**config.mk**
```make
export PLATFORM = sky130hd
export DESIGN_NAME = dct_transpose_buffer
export DESIGN_NICKNAME = d
export VERILOG_FILES = /design/src/rtl/dct_pkg.sv /design/src/rtl/tp_bank_ram.sv /design/src/rtl/dct_transpose_buffer.sv
export SDC_FILE = /design/constraint.sdc
export NUM_CORES = 2
export LEC_CHECK = 0
export CORE_AREA = 3 3 526 528
export CTS_CLUSTER_SIZE = 12
export DETAILED_ROUTE_END_ITERATION = 12
export DIE_AREA = 0 0 529 531
export PLACE_DENSITY = 0.62
export SETUP_SLACK_MARGIN = 0.3
export SLEW_MARGIN = 40
export SYNTH_ARGS = -nofsm -noshare
export SYNTH_HDL_FRONTEND = slang
export SYNTH_SLANG_ARGS = --single-unit
```
**constraint.sdc**
```tcl
create_clock -name clk -period 6.6 [get_ports clk]
set_clock_uncertainty 0.2 [all_clocks]
set_input_delay 1.32 -clock clk [delete_from_list [all_inputs] [get_ports clk]]
set_output_delay 1.32 -clock clk [all_outputs]
set_load 0.005 [all_outputs]
```
**src/rtl/dct_pkg.sv**
```systemverilog
// dct_pkg: shared types and defaults for the DCT datapath
package dct_pkg;
   typedef enum logic [1:0] {EMPTY, FILL, FULL, DRAIN} tp_bank_e;
   localparam int TP_N = 8;
   localparam int TP_DATA_W = 24;
endpackage

```
**src/rtl/tp_bank_ram.sv**
```systemverilog
// tp_bank_ram: one write port, one registered read port
module tp_bank_ram
   import dct_pkg::*;
#(
   parameter int DATA_W = TP_DATA_W,
   parameter int AW = 6
) (
   input  logic              clk,
   input  logic              we,
   input  logic [AW-1:0]     waddr,
   input  logic [DATA_W-1:0] wdata,
   input  logic              re,
   input  logic [AW-1:0]     raddr,
   output logic [DATA_W-1:0] rdata
);
   logic [DATA_W-1:0] mem [2**AW];
   always_ff @(posedge clk) begin
      if (we) mem[waddr] <= wdata;
      if (re) rdata <= mem[raddr];
   end
endmodule

```
**src/rtl/dct_transpose_buffer.sv**
```systemverilog
// dct_transpose_buffer: ping-pong N x N transpose between row and column DCT passes
module dct_transpose_buffer
   import dct_pkg::*;
#(
   parameter int DATA_W = TP_DATA_W,
   parameter int N = TP_N
) (
   input  logic              clk,
   input  logic              rst_n,
   input  logic [DATA_W-1:0] in_data,
   input  logic              in_valid,
   output logic              in_ready,
   output logic [DATA_W-1:0] out_data,
   output logic              out_valid,
   input  logic              out_ready,
   output logic              out_last
);
   localparam int AW = $clog2(N*N);
   localparam logic [AW-1:0] LAST = AW'(N*N-1);
   tp_bank_e bank_st [2];
   logic wr_sel, rd_sel, rd_bank, inflight, last_q;
   logic [AW-1:0] wr_cnt, rd_cnt, raddr;
   logic [DATA_W-1:0] rdata [2];
   logic [DATA_W:0] fifo [2];
   logic fifo_wp, fifo_rp;
   logic [1:0] fifo_cnt;
   logic wr_en, rd_en, pop;
   logic [2:0] occ;
   always_comb begin
      in_ready = rst_n && (bank_st[wr_sel] == EMPTY || bank_st[wr_sel] == FILL);
      wr_en = in_valid && in_ready;
      out_valid = fifo_cnt != 2'd0;
      {out_last, out_data} = out_valid ? fifo[fifo_rp] : '0;
      pop = out_valid && out_ready;
      occ = 3'(fifo_cnt) + 3'(inflight) - 3'(pop);
      rd_en = (bank_st[rd_sel] == FULL || bank_st[rd_sel] == DRAIN) && occ < 3'd2;
      raddr = AW'((int'(rd_cnt) % N) * N + int'(rd_cnt) / N);
   end
   for (genvar b = 0; b < 2; b++) begin : g_bank
      tp_bank_ram #(.DATA_W(DATA_W), .AW(AW)) u_ram (
         .clk(clk),
         .we(wr_en && wr_sel == 1'(b)),
         .waddr(wr_cnt),
         .wdata(in_data),
         .re(rd_en && rd_sel == 1'(b)),
         .raddr(raddr),
         .rdata(rdata[b])
      );
   end
   always_ff @(posedge clk) begin
      if (!rst_n) begin
         bank_st <= '{EMPTY, EMPTY};
         wr_sel <= 1'b0;
         rd_sel <= 1'b0;
         wr_cnt <= '0;
         rd_cnt <= '0;
         rd_bank <= 1'b0;
         inflight <= 1'b0;
         last_q <= 1'b0;
         fifo <= '{default: '0};
         fifo_wp <= 1'b0;
         fifo_rp <= 1'b0;
         fifo_cnt <= 2'd0;
      end else begin
         if (wr_en) begin
            bank_st[wr_sel] <= wr_cnt == LAST ? FULL : FILL;
            wr_sel <= wr_sel ^ (wr_cnt == LAST);
            wr_cnt <= wr_cnt + AW'(1);
         end
         if (rd_en) begin
            bank_st[rd_sel] <= rd_cnt == LAST ? EMPTY : DRAIN;
            rd_sel <= rd_sel ^ (rd_cnt == LAST);
            rd_cnt <= rd_cnt + AW'(1);
         end
         inflight <= rd_en;
         rd_bank <= rd_sel;
         last_q <= rd_cnt == LAST;
         if (inflight) begin
            fifo[fifo_wp] <= {last_q, rdata[rd_bank]};
            fifo_wp <= ~fifo_wp;
         end
         if (pop) fifo_rp <= ~fifo_rp;
         fifo_cnt <= fifo_cnt + 2'(inflight) - 2'(pop);
      end
   end
endmodule
```
==> flow_metrics.env <==
export IMPL_leakage_nw=41.5
export IMPL_start_kind="primary input"
export IMPL_wl_per_cell_um=34.0
export IMPL_critical_path_slowest_cell="clkdlybuf4s50_1"
export IMPL_grt_pass1_vias=58353
export IMPL_hold_violations=0
export IMPL_r2r_end="g_bank[1].u_ram.rdata[3]$_DFFE_PP_"
export IMPL_cts_resized=0
export IMPL_worstSetupPathType="in -> out"
export IMPL_dpl_instance_area_um2=129000
export IMPL_nFillCells=21199
export IMPL_antenna_found_initial=25
export IMPL_fin_crit_sh=0.746
export IMPL_synth_seq_cells=3193
export IMPL_rsz0062_at_grt="no"
export IMPL_routed_via_density=6.18
export IMPL_synth_seq_area_share=0.778
export IMPL_grt_max_degree=89
export IMPL_arrival_ps=3400
export IMPL_ys_top_cells_by_area="edfxtp_1, mux4_2, mux2i_1, dfxtp_1, nor2_1"
export IMPL_core_area_um2=273000
export IMPL_slew_headroom=0.381
export IMPL_dieHeight_um=531
export IMPL_nNetsFinal=5852
export IMPL_pin_count=55
export IMPL_grt_use_total=0.232
export IMPL_floorplan_initialDensity=0.448
export IMPL_grt_ovfl_total=0
export IMPL_worstSetupPathDepth=4
export IMPL_status="finished clean"
export IMPL_total_power_mw=39.5
export IMPL_final_area_um2=138000
export IMPL_synth_edff_count=3120
export IMPL_numCtsBuffers=326
export IMPL_place_hpwl_um=196000
export IMPL_drive_above_1_share=0.281
export IMPL_clkTransAtPathRegs_ps=60
export IMPL_cts_tree="done"
export IMPL_port_buffers=54
export IMPL_clockBufferDepth=4
export IMPL_yosysTopAreaCellShare=0.766
export IMPL_final_cell_mix="edfxtp_1, mux4_2, clkbuf_16"
export IMPL_syn2layout_area_growth_pct=12.8
export IMPL_reg2reg_slack_ps=2550
export IMPL_crit_path_cell_trace="clkdlybuf4s50_1 > buf_4 > and2_1 > clkdlybuf4s50_1"
export IMPL_ys_flop_type="edfxtp_1"
export IMPL_finalSetupViolCount=0
export IMPL_hold_buffers=0
export IMPL_critPathMostFrequentCell="clkdlybuf4s50_1"
export IMPL_layout_cells_most_common="edfxtp_1"
export IMPL_first_pass_iters=8
export IMPL_critical_path_top_delay_family="buffers and inverters"
export IMPL_die_w_um=529
export IMPL_whs_path_depth=2
export IMPL_cap_viol_max_count=0
export IMPL_max_freq_ghz=0.203
export IMPL_syn_num_nets=5511
export IMPL_end_kind="output port"
export IMPL_grt_first_pass_wirelength_um=457000
export IMPL_cp_endpoint="in_ready"
export IMPL_ff2ff_path_depth=8
export IMPL_crit_buf_inv=3
export IMPL_h_tree_depth=5
export IMPL_syn_inst=5478
export IMPL_multi_input_area_um2=26000
export IMPL_finalWirelength_um=326000
export IMPL_routabilityCongestion=0.909
export IMPL_irDropWorstVdd_uv=184
export IMPL_antenna_left=0
export IMPL_synth_top_cell_by_area="edfxtp_1"
export IMPL_tightest_slew_ps=903
export IMPL_crit_required_ps=5080
export IMPL_drt_initial_drc_count=8517
export IMPL_clockRootBuffer="clkbuf_16"
export IMPL_dieArea_um2=281000
export IMPL_r2r_start="rd_cnt[3]$_SDFFE_PN0P_"
export IMPL_tns_ps=0
export IMPL_cts_setup_buffers=0
export IMPL_synth_area_um2=122000
export IMPL_hp_class="reg -> reg"
export IMPL_slew_viol_final=0
export IMPL_yosys_warnings=0
export IMPL_regArea_um2=95200
export IMPL_clock_sinks=3193
export IMPL_vias=59302
export IMPL_synthDistinctLibCells=48
export IMPL_rows=192
export IMPL_synth_area_per_cell_um2=22.3
export IMPL_cp_startpoint="rst_n"
export IMPL_crit_path_max_fanout=7
export IMPL_slowest_delay_ps=770
export IMPL_p_per_area_nw_per_um2=286
export IMPL_insertion_delay_ps=860
export IMPL_route_detailed_drc=0
export IMPL_fin_crit_ps=4920
export IMPL_async_flop_share=0
[cell usage after synthesis, types with 10 or more instances]
| library cell | number |
|---|---|
| a211oi_1 | 49 |
| a21oi_1 | 101 |
| a22oi_1 | 76 |
| and2_1 | 13 |
| buf_1 | 15 |
| buf_2 | 84 |
| buf_4 | 65 |
| buf_6 | 19 |
| clkbuf_1 | 133 |
| dfxtp_1 | 73 |
| edfxtp_1 | 3120 |
| mux2_2 | 39 |
| mux2i_1 | 217 |
| mux4_2 | 802 |
| nand2_1 | 135 |
| nand3_1 | 31 |
| nand3b_1 | 11 |
| nor2_1 | 233 |
| nor2b_1 | 11 |
| nor3_1 | 11 |
| o211ai_1 | 10 |
| o21ai_0 | 49 |
| o221ai_1 | 14 |
| o22ai_1 | 55 |
| or3_1 | 16 |
[worst min path at each step]
stage | startpoint | to
detailed placement | fifo[14]$_SDFFE_PN0P_ | fifo[14]$_SDFFE_PN0P_
floorplan | fifo[0]$_SDFFE_PN0P_ | fifo[0]$_SDFFE_PN0P_
global route | fifo[19]$_SDFFE_PN0P_ | fifo[19]$_SDFFE_PN0P_
global placement | fifo[20]$_SDFFE_PN0P_ | fifo[20]$_SDFFE_PN0P_
CTS | fifo[14]$_SDFFE_PN0P_ | fifo[14]$_SDFFE_PN0P_
finish | fifo[23]$_SDFFE_PN0P_ | fifo[23]$_SDFFE_PN0P_
[final cells by class]
class | instances | area share
clock inverters | 66 | 0.00330
multi-input cells | 1959 | 0.188
repair buffers | 329 | 0.0222
clock buffers | 440 | 0.0640
diodes | 8 | 0.000145
well taps | 3589 | 0.0325
inverters | 10 | 0.000326
flip-flops and latches | 3193 | 0.689
[per-layer routing]
layer | part of all wire | track usage | up-vias
met1 | 0.40 | 0.335 | 31944
met5 | 0.00019 | 0 | -
met3 | 0.11 | 0.0569 | 489
met2 | 0.46 | 0.348 | 3137
met4 | 0.034 | 0.0771 | 10
li1 | - | - | 23722
[flip-flops by register name (all words and copies together) (netlist names)]
signal and cells:
fifo_rp 1, g_bank.u_ram.mem 3072, bank_st 2, rd_cnt 6, wr_cnt 6, fifo_wp 1
last_q 1, fifo 50, g_bank.u_ram.rdata 48, fifo_cnt 2, rd_bank 1, wr_sel 1
rd_sel 1, inflight 1
[logic make-up (layout without fill, tap and decap cells)]
family          after synthesis  after routing  synth area share
xor+xnor                     14             14           0.00100
other cells                   0              8                 0
compound gates              388            388            0.0204
simple gates                494            494            0.0176
fa+ha+maj                     5              5          0.000573
flops                      3193           3193             0.778
buf+inv                     326            845            0.0140
mux                        1058           1058             0.169
[per-stage QoR]
| stage | worst slack, ps | utilization | instances | hold WS [ps] |
|---|---|---|---|---|
| after floorplan | 1680 | - | 5478 | 225 |
| after global placement | 1430 | 0.470 | 9067 | 233 |
| after detailed placement | 1730 | 0.471 | 9075 | 244 |
| after CTS | 1720 | 0.505 | 9581 | 257 |
| after global routing | 1750 | 0.506 | 9588 | 281 |
| final | 1680 | 0.506 | 9594 | 258 |
[power breakdown]
part	total, mW	switching, mW	internal [mW]
registers	22.3	0.00768	22.3
logic	0.573	0.496	0.0772
clock network	16.7	7.28	9.38
total	39.5	7.78	31.7
[worst min-delay path, stage by stage (launching register included)]
cell and delay (ps):
dfxtp_1 320, nand2_1 50, o21ai_0 60
(Power assumes the default switching activity.)
